[config.mk]
export PLATFORM = sky130hd
export DESIGN_NAME = branch_update_unit
export DESIGN_NICKNAME = d
export VERILOG_FILES = /design/src/rtl/branch_update_unit.sv
export SDC_FILE = /design/constraint.sdc
export NUM_CORES = 1
export LEC_CHECK = 0
export ABC_CLOCK_PERIOD_IN_PS = 2900
export CAP_MARGIN = 20
export CORE_ASPECT_RATIO = 0.9
export CORE_MARGIN = 2
export CORE_UTILIZATION = 40
export CTS_CLUSTER_SIZE = 24
export DETAILED_ROUTE_END_ITERATION = 8
export PLACE_DENSITY = 0.71
export SYNTH_ARGS = -nofsm -noshare
export SYNTH_HDL_FRONTEND = slang
export SYNTH_SLANG_ARGS = --single-unit
[constraint.sdc]
create_clock -name clk -period 2.9 [get_ports clk]
set_input_delay 0.58 -clock clk [delete_from_list [all_inputs] [get_ports clk]]
set_output_delay 0.58 -clock clk [all_outputs]
set_load 0.005 [all_outputs]
[src/rtl/branch_update_unit.sv]
`default_nettype none
// ============================================================================
// Module      : branch_update_unit
// Description : Initialises a 2-bit-counter PHT to weakly-not-taken, then
//               drains a FIFO of resolved-branch updates through a two-stage
//               read (R) / write (W) pipeline, one update per cycle.
//               Optional build macro BRANCH_UPDATE_FORWARD_EN: when defined,
//               a same-index R/W hazard is resolved by forwarding the W-stage
//               value; when undefined, R stalls one cycle instead.
// Revision    : 1.0 - initial release
// ============================================================================
module branch_update_unit #(
  parameter int PHT_INDEX_WIDTH = 10,
  parameter int PC_WIDTH        = 32,
  parameter int QUEUE_DEPTH     = 4
) (
  input  logic                       clk,
  input  logic                       rst,
  input  logic                       upd_valid,
  output logic                       upd_ready,
  input  logic [PC_WIDTH-1:0]        upd_pc,
  input  logic [PHT_INDEX_WIDTH-1:0] upd_ghr,
  input  logic                       upd_taken,
  output logic                       pht_rd_en,
  output logic [PHT_INDEX_WIDTH-1:0] pht_rd_index,
  input  logic [1:0]                 pht_rd_data,
  output logic                       pht_wr_en,
  output logic [PHT_INDEX_WIDTH-1:0] pht_wr_index,
  output logic [1:0]                 pht_wr_data,
  output logic                       init_done,
  output logic                       busy
);

  localparam int             PTR_W = $clog2(QUEUE_DEPTH);
  localparam logic [PTR_W:0] DEPTH = (PTR_W + 1)'(QUEUE_DEPTH);

  typedef enum logic {ST_INIT = 1'b0, ST_RUN = 1'b1} state_e;

  state_e                     state_q;
  logic [PHT_INDEX_WIDTH-1:0] init_idx_q;
  logic                       init_done_q;

  // Update FIFO: index and direction per entry, pointers carry a wrap bit
  logic [PHT_INDEX_WIDTH-1:0] q_idx_q [QUEUE_DEPTH];
  logic [QUEUE_DEPTH-1:0]     q_taken_q;
  logic [PTR_W:0]             wr_ptr_q, wr_ptr_d;
  logic [PTR_W:0]             rd_ptr_q, rd_ptr_d;

  // W stage: the entry whose PHT read was issued last cycle
  logic                       w_valid_q, w_valid_d;
  logic [PHT_INDEX_WIDTH-1:0] w_idx_q, w_idx_d;
  logic                       w_taken_q, w_taken_d;
`ifdef BRANCH_UPDATE_FORWARD_EN
  logic                       w_fwd_q, w_fwd_d;
  logic [1:0]                 w_fwd_val_q, w_fwd_val_d;
`endif

  logic                       run;
  logic                       init_act;
  logic                       q_empty;
  logic                       q_full;
  logic [PTR_W:0]             q_count;
  logic                       push;
  logic                       rd_go;
  logic                       hazard;
  logic [PHT_INDEX_WIDTH-1:0] head_idx;
  logic                       head_taken;
  logic [PHT_INDEX_WIDTH-1:0] enq_idx;
  logic                       w_fire;
  logic [1:0]                 w_old;
  logic [1:0]                 w_new;
  logic                       unused_pc_bits;

  assign unused_pc_bits = ^{upd_pc[PC_WIDTH-1:PHT_INDEX_WIDTH+2], upd_pc[1:0]};

  // Queue status, hazard detection, pipeline next-state and output muxing.
  // Combinational outputs are forced low while rst is high.
  always_comb begin
    run        = (state_q == ST_RUN) && !rst;
    init_act   = (state_q == ST_INIT) && !rst;
    q_count    = wr_ptr_q - rd_ptr_q;
    q_empty    = (wr_ptr_q == rd_ptr_q);
    q_full     = (q_count == DEPTH);
    head_idx   = q_idx_q[rd_ptr_q[PTR_W-1:0]];
    head_taken = q_taken_q[rd_ptr_q[PTR_W-1:0]];
    enq_idx    = upd_pc[PHT_INDEX_WIDTH+1:2] ^ upd_ghr;

    upd_ready  = run && !q_full;
    push       = upd_valid && upd_ready;
    w_fire     = run && w_valid_q;
    hazard     = w_fire && (head_idx == w_idx_q);

`ifdef BRANCH_UPDATE_FORWARD_EN
    rd_go      = run && !q_empty;
    w_old      = w_fwd_q ? w_fwd_val_q : pht_rd_data;
`else
    rd_go      = run && !q_empty && !hazard;
    w_old      = pht_rd_data;
`endif

    // Saturating 2-bit counter update
    if (w_taken_q) w_new = (w_old == 2'b11) ? 2'b11 : w_old + 2'b01;
    else           w_new = (w_old == 2'b00) ? 2'b00 : w_old - 2'b01;

    wr_ptr_d  = push  ? wr_ptr_q + 1'b1 : wr_ptr_q;
    rd_ptr_d  = rd_go ? rd_ptr_q + 1'b1 : rd_ptr_q;
    w_valid_d = rd_go;
    w_idx_d   = head_idx;
    w_taken_d = head_taken;
`ifdef BRANCH_UPDATE_FORWARD_EN
    w_fwd_d     = rd_go && hazard;
    w_fwd_val_d = w_new;
`endif

    pht_rd_en    = rd_go;
    pht_rd_index = rd_go ? head_idx : '0;

    pht_wr_en    = 1'b0;
    pht_wr_index = '0;
    pht_wr_data  = 2'b00;
    if (init_act) begin
      pht_wr_en    = 1'b1;
      pht_wr_index = init_idx_q;
      pht_wr_data  = 2'b01;
    end else if (w_fire) begin
      pht_wr_en    = 1'b1;
      pht_wr_index = w_idx_q;
      pht_wr_data  = w_new;
    end

    busy      = !rst && (!q_empty || w_valid_q);
    init_done = init_done_q;
  end

  // INIT walks every PHT index once, then RUN until the next reset
  always_ff @(posedge clk) begin
    if (rst) begin
      state_q     <= ST_INIT;
      init_idx_q  <= '0;
      init_done_q <= 1'b0;
    end else begin
      case (state_q)
        ST_INIT: begin
          init_idx_q <= init_idx_q + 1'b1;
          if (&init_idx_q) begin
            state_q     <= ST_RUN;
            init_done_q <= 1'b1;
          end
        end
        default: begin
          state_q     <= ST_RUN;
          init_done_q <= 1'b1;
        end
      endcase
    end
  end

  // Queue pointers and W-stage registers; reset drops all pending work
  always_ff @(posedge clk) begin
    if (rst) begin
      wr_ptr_q    <= '0;
      rd_ptr_q    <= '0;
      w_valid_q   <= 1'b0;
      w_idx_q     <= '0;
      w_taken_q   <= 1'b0;
`ifdef BRANCH_UPDATE_FORWARD_EN
      w_fwd_q     <= 1'b0;
      w_fwd_val_q <= 2'b00;
`endif
    end else begin
      wr_ptr_q    <= wr_ptr_d;
      rd_ptr_q    <= rd_ptr_d;
      w_valid_q   <= w_valid_d;
      w_idx_q     <= w_idx_d;
      w_taken_q   <= w_taken_d;
`ifdef BRANCH_UPDATE_FORWARD_EN
      w_fwd_q     <= w_fwd_d;
      w_fwd_val_q <= w_fwd_val_d;
`endif
    end
  end

  // Queue storage needs no reset: pointers define which slots are live
  always_ff @(posedge clk) begin
    if (push) begin
      q_idx_q[wr_ptr_q[PTR_W-1:0]]   <= enq_idx;
      q_taken_q[wr_ptr_q[PTR_W-1:0]] <= upd_taken;
    end
  end

endmodule
`default_nettype wire

==> impl_metrics.ini, run 1 <==
[power_and_ir_drop]
p_int_mw = 1.865
vdd.ir_drop.worst_uv = 297.9
p_seq_share_pct = 50.4
p_switching_uw = 442.8
power_frac_comb_pct = 4.3
post-layout-total-power_mw = 2.308
sw_share_pct = 19.19
power.static_leakage_nw = 1.853
power.share.clock_pct = 45.3
p_per_area_nw_per_um2 = 470.4

[final_layout]
num_antenna_cells = 0
area_growth_pct = 37.82
final_net_count = 468
layout-drive-gt1-share_pct = 23.80
layout.cells.non_filler = 535

[global_routing]
grt_util_all_layers_pct = 17.85
largest_net_degree_at_the_start_of_global_routing = 45
wire_length_of_the_first_global_routing_pass_um = 12630
first_global_vias = 2576
antenna_violations_before_repair = 0
global_route.overflow_total = 0

[floorplanning]
core-area_um2 = 8608
floorplan.initialDensity_pct = 41.35
std_cell_rows = 32
dieHeight_um = 93.50
area_of_the_die_um2 = 9671
design.portCount = 75
die_x_um = 103.4

[yosys]
netlist_area_um2 = 3560
syn_nets = 377
synth_area_leader_cell = sky130_fd_sc_hd__edfxtp_1
post-synth-top-area-fraction_pct = 37.12
synth-warning-count = 0
post_synthesis_area_per_instance_um2 = 11.09
netlist_top_cells_area = sky130_fd_sc_hd__edfxtp_1 (37%), sky130_fd_sc_hd__dfxtp_1 (18%), sky130_fd_sc_hd__mux2i_1 (6.2%), sky130_fd_sc_hd__xor2_1 (4.9%), sky130_fd_sc_hd__nor2_1 (3.8%)
synth_common_cells = sky130_fd_sc_hd__edfxtp_1 (44), sky130_fd_sc_hd__nor2_1 (36), sky130_fd_sc_hd__dfxtp_1 (32)
synthDistinctLibCells = 40
synth_enable_flop_cells = 44
prevailing_post_synth_register_cell = sky130_fd_sc_hd__edfxtp_1
post_synth_inst_count = 321
postSynth.asyncResetShare_pct = 0
synth-seq-area-share_pct = 55.11
postSynthRegisterBits = 76
yosysMostFrequentCell = sky130_fd_sc_hd__edfxtp_1

[drt]
drt-initial-drc-count = 80
detailedRoute.firstPassIterationCount = 4
avgRoutedWirePerCell_um = 15.12
ant_nets = 0
remaining_drc_errors = 0
wirelength_um = 8089
route.vias.total = 2630
drt-vias-per-instance = 4.916

[clock_tree]
cts_hold_repair.buffers = 0
clockRootBuffer = sky130_fd_sc_hd__clkbuf_8
clock_tree.htree_level_count = 3
worst_path_clk_slew_ns = 0.08
clock_tree_from_tritoncts = yes
worst_skew_pair.late_latency_ns = 0.35
cts_buffers = 9
clock-sinks = 76
cts-root-to-sink-buffers = 2

[critical_path]
worstSetupStartpointType = flop
cp_max_fo = 6
critical_path.top_delay_family = simple AND/OR/NAND/NOR gates
crit_path_cell_trace = buf_12, mux2i_4, o311a_1, o21ai_1, or4_1, or4_4, nand2_8, buf_6, nor2_2, buf_2
arrival_ns = 2.91
crit_path_end_kind = primary output
crit_buf_inv = 3
cpPeakStageDelay_ns = 0.59
crit_required_ns = 2.32
start_to_end_type_of_the_worst_setup_path = flop to primary output
critical_path.slowest_cell = sky130_fd_sc_hd__or4_4

[status]
failed_checks = negative setup slack
run_status = finished with violations

[place]
port_buffers = 52
dp.cells = 501
gp_congestion = 0.8348
dp_hpwl_um = 5219

[sta]
slew_violations = 0
relSlewSlack_pct = 70.69
unrepaired_setup_endpoints_after_global_routing = true
final-hold-violation-count = 0
post-route-period-util_pct = 120.2
finalSetupViolations = 11
fmax_mhz = 286.9
minimum_period_implied_by_the_final_worst_setup_slack_ns = 3.486
worst_slack_ns = -0.5857
max_slew.worst_pin.slew_ns = 0.4396
final.setup_skew_ns = 0.005554

[min_path]
holdCritPathClass = flop to flop

[job]
max-cap-violations = 0
## area by class of cell
type	count	area [um2]
fill	738	3702
sequential	76	1967
multi-input combinational	222	1590
timing repair buffer	93	899.6
tap	119	148.9
clock inverter	6	136.4
clock buffer	9	123.9
inverter	10	40.04
## tightest hold or removal path: stages, from the launching register on
cell and delay (ns):
sky130_fd_sc_hd__dfxtp_1 0.32, sky130_fd_sc_hd__inv_1 0.05, sky130_fd_sc_hd__a21oi_1 0.05
## per-layer routing
| layer | up-vias | global-route usage [%] | share of wire, % |
|---|---|---|---|
| li1 | 1295 | - | - |
| met1 | 1262 | 23.74 | 45 |
| met2 | 64 | 28.66 | 49 |
| met3 | 9 | 4.709 | 4.5 |
| met4 | 0 | 5.044 | 1.1 |
| met5 | - | 0 | 0 |
## per-stage QoR
stage / instance area (um2) / hold WS, ns / setup slack [ns] / utilization [%] / setup TNS (ns)
floorplan: 3561 / 0.4421 / 0.01263 / - / 0
global placement: 4370 / 0.4418 / -0.7762 / 50.77 / -8.347
detailed placement: 4370 / 0.4415 / -0.8390 / 50.77 / -9.058
CTS: 4838 / 0.4530 / -0.5831 / 56.21 / -6.007
global route: 4906 / 0.4968 / -0.6822 / 56.99 / -7.133
finish: 4906 / 0.4501 / -0.5857 / 56.99 / -6.107
## sequential cells by signal, summed over array words and instances (netlist names), named ones only
| name | flops |
|---|---|
| init_done | 1 |
| rd_ptr_q | 3 |
| w_taken_q | 1 |
| w_idx_q | 10 |
| q_taken_q | 4 |
| q_idx_q | 40 |
| w_valid_q | 1 |
| state_q | 1 |
| init_idx_q | 10 |
| wr_ptr_q | 3 |
## cell families (layout without fill, tap and decap cells)
logic type                 after synthesis  count (layout)  share of synthesized area (%)
xor gates and xnor gates                32              32                          7.873
adders and majority gates                9               9                          3.093
and+or+nand+nor                        119             120                          16.49
muxes                                   27              27                          8.576
DFF                                     76              76                          55.11
buffers and inverters                   24             118                          3.691
AOI/OAI and AO/OA                       34              34                          5.167
## placed cells by master (no fill, tap or decap), types with 2 or more instances in the layout
cell | netlist | final
sky130_fd_sc_hd__xor2_1 | 20 | 20
sky130_fd_sc_hd__buf_6 | 1 | 12
sky130_fd_sc_hd__edfxtp_1 | 44 | 44
sky130_fd_sc_hd__nand2_1 | 26 | 26
sky130_fd_sc_hd__buf_8 | 0 | 2
sky130_fd_sc_hd__nand3_1 | 10 | 10
sky130_fd_sc_hd__clkbuf_8 | 0 | 9
sky130_fd_sc_hd__and3_1 | 5 | 5
sky130_fd_sc_hd__o21ai_0 | 9 | 8
sky130_fd_sc_hd__nor2_2 | 8 | 9
sky130_fd_sc_hd__clkdlybuf4s50_1 | 0 | 40
sky130_fd_sc_hd__nand2b_1 | 5 | 5
sky130_fd_sc_hd__inv_1 | 7 | 7
sky130_fd_sc_hd__a21oi_1 | 20 | 20
sky130_fd_sc_hd__dfxtp_1 | 32 | 30
sky130_fd_sc_hd__nand2_8 | 0 | 2
sky130_fd_sc_hd__and2_1 | 4 | 4
sky130_fd_sc_hd__mux2_2 | 2 | 2
sky130_fd_sc_hd__nor2_1 | 36 | 34
sky130_fd_sc_hd__ha_1 | 8 | 8
sky130_fd_sc_hd__xnor2_1 | 12 | 11
sky130_fd_sc_hd__buf_4 | 0 | 24
sky130_fd_sc_hd__nor2b_1 | 13 | 12
sky130_fd_sc_hd__mux2i_1 | 22 | 16
sky130_fd_sc_hd__nor3_1 | 3 | 2
sky130_fd_sc_hd__a31oi_1 | 2 | 2
sky130_fd_sc_hd__mux2i_2 | 1 | 2
sky130_fd_sc_hd__buf_12 | 2 | 5
sky130_fd_sc_hd__or3_1 | 3 | 3
sky130_fd_sc_hd__mux2i_4 | 0 | 5
sky130_fd_sc_hd__mux4_2 | 1 | 2
sky130_fd_sc_hd__bufinv_16 | 0 | 4
sky130_fd_sc_hd__buf_2 | 1 | 9
## power by group through the flow
stage                     Clock, mW  Combinational (mW)  Sequential, mW
after floorplan                   0              0.0431            1.19
after global placement            0              0.0960            1.19
after detailed placement          0              0.0994            1.19
after CTS                      1.06              0.0995            1.16
after global routing           1.10               0.110            1.16
final                          1.05               0.100            1.16
## what timing repair did
| item | CTS | global route |
|---|---|---|
| gates cloned | 1 | 0 |
| endpoints found under the hold margin | 0 | 0 |
| gates resized for setup | 74 | 14 |
| pin swaps | 11 | 6 |
| buffers inserted | 17 | 1 |
| endpoints found under the setup margin | 13 | 11 |
## final timing paths
check,from,to,slack (ns),depth (start not counted)
worst max-delay path,flop,pht_rd_index[6],-0.59,10
worst min-delay path,init_done,init_done,0.45,2
worst max register to register,flop,rd_ptr_q[2],0.25,9
worst min register to register,init_done,init_done,0.45,2
No activity file was read; power rests on OpenSTA's default activity.
==> inputs of run 2 (changes only) <==
--- a/config.mk
+++ b/config.mk
@@ -8,11 +8,12 @@
 export ABC_CLOCK_PERIOD_IN_PS = 2900
 export CAP_MARGIN = 20
 export CORE_ASPECT_RATIO = 0.9
-export CORE_MARGIN = 2
+export CORE_MARGIN = 10
 export CORE_UTILIZATION = 40
 export CTS_CLUSTER_SIZE = 24
 export DETAILED_ROUTE_END_ITERATION = 8
 export PLACE_DENSITY = 0.71
+export SKIP_LAST_GASP = 1
 export SYNTH_ARGS = -nofsm -noshare
 export SYNTH_HDL_FRONTEND = slang
 export SYNTH_SLANG_ARGS = --single-unit
==> run 2 against run 1 <==
Highest routed layer unchanged. Cell count fell by 0.75%. Die area rose by 35%. Register-to-register slack barely moved. Total power fell by 11%. Combinational power rose by 9%. The flow still finishes with violations (negative setup slack). Clock power fell by 26%. Via count did not move. Sequential power barely moved. Wire length rose by 4.1%. Global-route usage fell by 4.8 points. Fmax rose by 2.4%.
==> impl_metrics.ini, run 2 (synthesis results as in run 1) <==
[clock_tree]
cts-root-to-sink-buffers = 2
worst_path_clk_slew_ns = 0.07
clock_tree_from_tritoncts = yes
clock-sinks = 76
worst_skew_pair.late_latency_ns = 0.35
clock_tree.htree_level_count = 3
cts_hold_repair.buffers = 0
cts_buffers = 9
clockRootBuffer = sky130_fd_sc_hd__clkbuf_8

[floorplanning]
std_cell_rows = 32
design.portCount = 75
floorplan.initialDensity_pct = 41.35
die_x_um = 119.4
area_of_the_die_um2 = 13080
core-area_um2 = 8608
dieHeight_um = 109.5

[critical_path]
crit_required_ns = 2.32
worstSetupStartpointType = flop
arrival_ns = 2.82
cp_max_fo = 7
crit_path_end_kind = primary output
start_to_end_type_of_the_worst_setup_path = flop to primary output

[power_and_ir_drop]
sw_share_pct = 20.11
p_int_mw = 1.635
p_switching_uw = 411.5
vdd.ir_drop.worst_uv = 241.7
p_per_area_nw_per_um2 = 430.3
power.static_leakage_nw = 1.800
p_seq_share_pct = 56.8
power.share.clock_pct = 37.8
power_frac_comb_pct = 5.3

[global_routing]
wire_length_of_the_first_global_routing_pass_um = 13320
largest_net_degree_at_the_start_of_global_routing = 24
global_route.overflow_total = 0
first_global_vias = 2579
grt_util_all_layers_pct = 13.09
antenna_violations_before_repair = 0

[final_layout]
area_of_combinational_cells_with_multiple_inputs_um2 = 1544
mostFrequentLayoutCell = sky130_fd_sc_hd__edfxtp_1
num_antenna_cells = 0
layout_common_cells = sky130_fd_sc_hd__edfxtp_1 (44), sky130_fd_sc_hd__clkdlybuf4s50_1 (40), sky130_fd_sc_hd__nor2_1 (36)
final_net_count = 463
layout-drive-gt1-share_pct = 21.60
fill_cells = 753
area_growth_pct = 33.60
seqCellArea_um2 = 1967
flip_flop_count_of_the_largest_register_all_copies_and_words_added = 40

[min_path]
holdCritPathClass = flop to flop

[drt]
wirelength_um = 8424
ant_nets = 0
avgRoutedWirePerCell_um = 15.86
detailedRoute.firstPassIterationCount = 4
remaining_drc_errors = 0
route.vias.total = 2630
drt-initial-drc-count = 139
drt-vias-per-instance = 4.953

[place]
gp_congestion = 0.8079
port_buffers = 52
post_place_setup_slack_ns = -0.8378
dp_hpwl_um = 5760

[sta]
finalSetupViolations = 11
final-hold-violation-count = 0
unrepaired_setup_endpoints_after_global_routing = true
final.setup_skew_ns = 0.01111
max_slew.worst_pin.slew_ns = 0.4447
relSlewSlack_pct = 70.26
worst_slack_ns = -0.5029
fin_setup_tns_ns = -5.064
slew_violations = 0
minimum_period_implied_by_the_final_worst_setup_slack_ns = 3.403
post-route-period-util_pct = 117.3
fmax_mhz = 293.9

[status]
run_status = finished with violations
failed_checks = negative setup slack

[job]
max-cap-violations = 0
## run 2: changes by cell type in the layout (fill, tap and decap cells not counted), sizes merged
cell / previous run / this run
clkinvlp: 1 / 0
bufinv: 4 / 1
clkinv: 1 / 2
bufbuf: 0 / 1
clkbuf: 9 / 13
buf: 52 / 46
## run 2: power by group through the flow
stage / combinational, mW / clock (mW) / sequential [mW]
finish: 0.109 / 0.774 / 1.16
global route: 0.119 / 0.835 / 1.16
CTS: 0.110 / 0.792 / 1.16
detailed placement: 0.101 / 0 / 1.19
global placement: 0.0973 / 0 / 1.19
floorplan: 0.0431 / 0 / 1.19
## run 2: cell type report
| cell class | count | area share [%] |
|---|---|---|
| Inverter | 10 | 0.7893 |
| Clock inverter | 3 | 0.8156 |
| Tap cell | 119 | 3.131 |
| Timing Repair Buffer | 88 | 18.31 |
| Sequential cell | 76 | 41.36 |
| Multi-Input combinational cell | 222 | 32.47 |
| Clock buffer | 13 | 3.131 |
## run 2: metal layers
metal	global-route usage [%]	vias to the layer above	wire [um]
met5	0	-	0
met3	3.895	16	497
met1	15.35	1260	3787
met4	5.336	0	207
li1	-	1282	-
met2	22.21	72	3932
## run 2: per-stage QoR
step / std cells / instance area [um2] / util, % / power, mW / hold WS, ns
after floorplan: 321 / 3561 / - / 1.228 / 0.4421
after global placement: 503 / 4385 / 50.94 / 1.284 / 0.4366
after detailed placement: 503 / 4385 / 50.94 / 1.288 / 0.4398
after CTS: 529 / 4713 / 54.75 / 2.064 / 0.4487
after global routing: 531 / 4756 / 55.25 / 2.117 / 0.4858
final: 531 / 4756 / 55.25 / 2.046 / 0.4445
## run 2: path summary, 6_finish.rpt
| path | from | cells after the start | end | slack (ns) |
|---|---|---|---|---|
| worst max-delay path | flop | 11 | pht_rd_index[6] | -0.50 |
| worst max register to register | flop | 10 | rd_ptr_q[2] | 0.26 |
| worst min register to register | init_done | 2 | init_done | 0.44 |
| worst min-delay path | init_done | 2 | init_done | 0.44 |
## run 2: worst max-delay path, stage by stage, from the launching register on
cell                      delay, ns
sky130_fd_sc_hd__dfxtp_4       0.38
sky130_fd_sc_hd__buf_12        0.14
sky130_fd_sc_hd__buf_6         0.12
sky130_fd_sc_hd__mux2i_2       0.24
sky130_fd_sc_hd__mux2i_1       0.14
sky130_fd_sc_hd__xor2_1        0.15
sky130_fd_sc_hd__or3_1         0.33
sky130_fd_sc_hd__or4_4         0.58
sky130_fd_sc_hd__nand2_8       0.12
sky130_fd_sc_hd__buf_6         0.11
sky130_fd_sc_hd__nor2_2        0.03
sky130_fd_sc_hd__buf_2         0.12
## run 2: what timing repair did
item                                    CTS  global route
pin swaps                                 6             5
resized for setup                        66             9
setup buffers                             8             2
gates cloned                              2             0
endpoints found under the setup margin   13            11
==> inputs of run 3 (changes only) <==
--- a/config.mk
+++ b/config.mk
@@ -7,7 +7,7 @@
 export LEC_CHECK = 0
 export ABC_CLOCK_PERIOD_IN_PS = 2900
 export CAP_MARGIN = 20
-export CORE_ASPECT_RATIO = 0.9
+export CORE_ASPECT_RATIO = 1.75
 export CORE_MARGIN = 10
 export CORE_UTILIZATION = 40
 export CTS_CLUSTER_SIZE = 24
==> run 3 against run 2 <==
Hold slack better by 0.010 ns. Combinational power about the same. Critical path depth is 1 higher. The flow still finishes with violations (negative setup slack). Clock power grew 34%. Global-route usage grew 0.085 points. Sequential cell count is the same. Largest power group unchanged. Cell count up 1.1%. Highest routed layer unchanged. Die area is 1.1% higher. Non-clock buffer count grew 8. Via count up 0.87%.
==> impl_metrics.ini, run 3 (synthesis results as in run 1) <==
[drt]
wirelength_um = 8362
route.vias.total = 2653
remaining_drc_errors = 0
ant_nets = 0
detailedRoute.firstPassIterationCount = 4
avgRoutedWirePerCell_um = 15.57
drt-vias-per-instance = 4.940
drt-initial-drc-count = 105

[clock_tree]
worst_path_clk_slew_ns = 0.06
clock_tree.htree_level_count = 3
clockRootBuffer = sky130_fd_sc_hd__clkbuf_16
worst_skew_pair.late_latency_ns = 0.34
clock_tree_from_tritoncts = yes
clock-sinks = 76
cts_buffers = 9
cts-root-to-sink-buffers = 2

[final_layout]
layout_common_cells = sky130_fd_sc_hd__edfxtp_1 (44), sky130_fd_sc_hd__clkdlybuf4s50_1 (40), sky130_fd_sc_hd__nor2_1 (34)
area_growth_pct = 38.80
flip_flop_count_of_the_largest_register_all_copies_and_words_added = 40
seqCellArea_um2 = 1966
fill_cells = 723
num_antenna_cells = 0
fin_area_um2 = 4941
final_net_count = 471
layout-drive-gt1-share_pct = 25.24
mostFrequentLayoutCell = sky130_fd_sc_hd__edfxtp_1
area_of_combinational_cells_with_multiple_inputs_um2 = 1585
fin_util_pct = 56.98

[power_and_ir_drop]
post-layout-total-power_mw = 2.314
power.static_leakage_nw = 1.889
p_per_area_nw_per_um2 = 468.4
power_frac_comb_pct = 4.7
vdd.ir_drop.worst_uv = 331.0
p_int_mw = 1.808
p_seq_share_pct = 50.3
power.share.clock_pct = 45.0
p_switching_uw = 505.9
sw_share_pct = 21.86

[critical_path]
cp_max_fo = 5
start_to_end_type_of_the_worst_setup_path = flop to primary output
arrival_ns = 2.94
r2r_setup_slack_ns = 0.04
crit_path_end_kind = primary output
worstSetupStartpointType = flop
crit_required_ns = 2.32

[sta]
timing.hold.ws_ns = 0.4548
worst_slack_ns = -0.6214
finalSetupViolations = 11
unrepaired_setup_endpoints_after_global_routing = true
fin_setup_tns_ns = -6.485
fmax_mhz = 284.0
max_slew.worst_pin.slew_ns = 0.3703
minimum_period_implied_by_the_final_worst_setup_slack_ns = 3.521
relSlewSlack_pct = 75.26
final-hold-violation-count = 0
slew_violations = 0
post-route-period-util_pct = 121.4
final.setup_skew_ns = 0.008395

[status]
run_status = finished with violations
failed_checks = negative setup slack

[floorplanning]
die_x_um = 91.31
dieHeight_um = 144.8
core-area_um2 = 8671
std_cell_rows = 45
design.portCount = 75
area_of_the_die_um2 = 13220
floorplan.initialDensity_pct = 41.05

[min_path]
holdCritPathClass = flop to flop

[job]
max-cap-violations = 0

[place]
gp_congestion = 0.8306
cell_area_placed_um2 = 4398
port_buffers = 52
dp_hpwl_um = 5995

[global_routing]
wire_length_of_the_first_global_routing_pass_um = 13630
global_route.overflow_total = 0
grt_util_all_layers_pct = 13.18
largest_net_degree_at_the_start_of_global_routing = 24
first_global_vias = 2805
antenna_violations_before_repair = 0
[run 3: changes by cell type in the layout (fill, tap and decap cells not counted), moves of 3 or more]
cell,before,now
sky130_fd_sc_hd__clkbuf_1,3,0
sky130_fd_sc_hd__buf_4,22,29
sky130_fd_sc_hd__buf_12,6,3
sky130_fd_sc_hd__buf_6,7,10
sky130_fd_sc_hd__clkbuf_8,10,0
sky130_fd_sc_hd__clkbuf_16,0,9
sky130_fd_sc_hd__inv_6,0,3
[run 3: what timing repair did]
action / in CTS / in global routing
setup buffers: 10 / 2
cloned: 2 / 0
endpoints found under the setup margin: 13 / 14
resized for setup: 74 / 17
pin swaps: 12 / 5
hold buffers: 0 / 0
[run 3: routing by layer]
layer / global-route usage, % / wire, um / up-vias / part of all wire, %
met3: 3.094 / 294 / 19 / 3.5
met4: 9.445 / 267 / 0 / 3.2
li1: - / - / 1300 / -
met1: 12.25 / 3004 / 1280 / 36
met2: 24.60 / 4795 / 54 / 57
met5: 0 / 0 / - / 0
[run 3: power by group through the flow]
| stage | Combinational (mW) | Clock (mW) | Sequential [mW] |
|---|---|---|---|
| floorplan | 0.0431 | 0 | 1.19 |
| global placement | 0.0965 | 0 | 1.19 |
| detailed placement | 0.101 | 0 | 1.19 |
| CTS | 0.110 | 1.06 | 1.16 |
| global route | 0.120 | 1.10 | 1.16 |
| finish | 0.110 | 1.04 | 1.16 |
[run 3: stage by stage]
| step | worst slack (ns) | cells |
|---|---|---|
| 6_report | -0.6214 | 537 |
| 5_1_grt | -0.7058 | 537 |
| 4_1_cts | -0.6401 | 536 |
| 3_5_place_dp | -0.7581 | 508 |
| 3_3_place_gp | -0.7099 | 508 |
| 2_1_floorplan | 0.01263 | 321 |
[run 3: worst paths after layout]
kind                                 from               to  depth (start not counted)
worst max register to register       flop      rd_ptr_q[0]                         13
worst min register to register  init_done        init_done                          2
worst min-delay path            init_done        init_done                          2
worst max-delay path                 flop  pht_rd_index[4]                         12
[run 3: area by class of cell]
cell class,count,share of cell area (%)
tap,117,2.963
sequential,76,39.78
inverter,10,0.7597
clock inverter,7,1.190
clock buffer,9,4.558
multi-input combinational,222,32.08
timing repair buffer,96,18.66
[run 3: worst max-delay path, stage by stage, from the launching register on]
cell	delay, ns
sky130_fd_sc_hd__dfxtp_4	0.36
sky130_fd_sc_hd__buf_12	0.10
sky130_fd_sc_hd__buf_8	0.12
sky130_fd_sc_hd__buf_6	0.11
sky130_fd_sc_hd__mux2i_2	0.22
sky130_fd_sc_hd__mux2i_1	0.14
sky130_fd_sc_hd__xor2_1	0.20
sky130_fd_sc_hd__or3_4	0.38
sky130_fd_sc_hd__or4_4	0.58
sky130_fd_sc_hd__nand2_8	0.13
sky130_fd_sc_hd__buf_6	0.11
sky130_fd_sc_hd__nor2_2	0.03
sky130_fd_sc_hd__buf_2	0.12
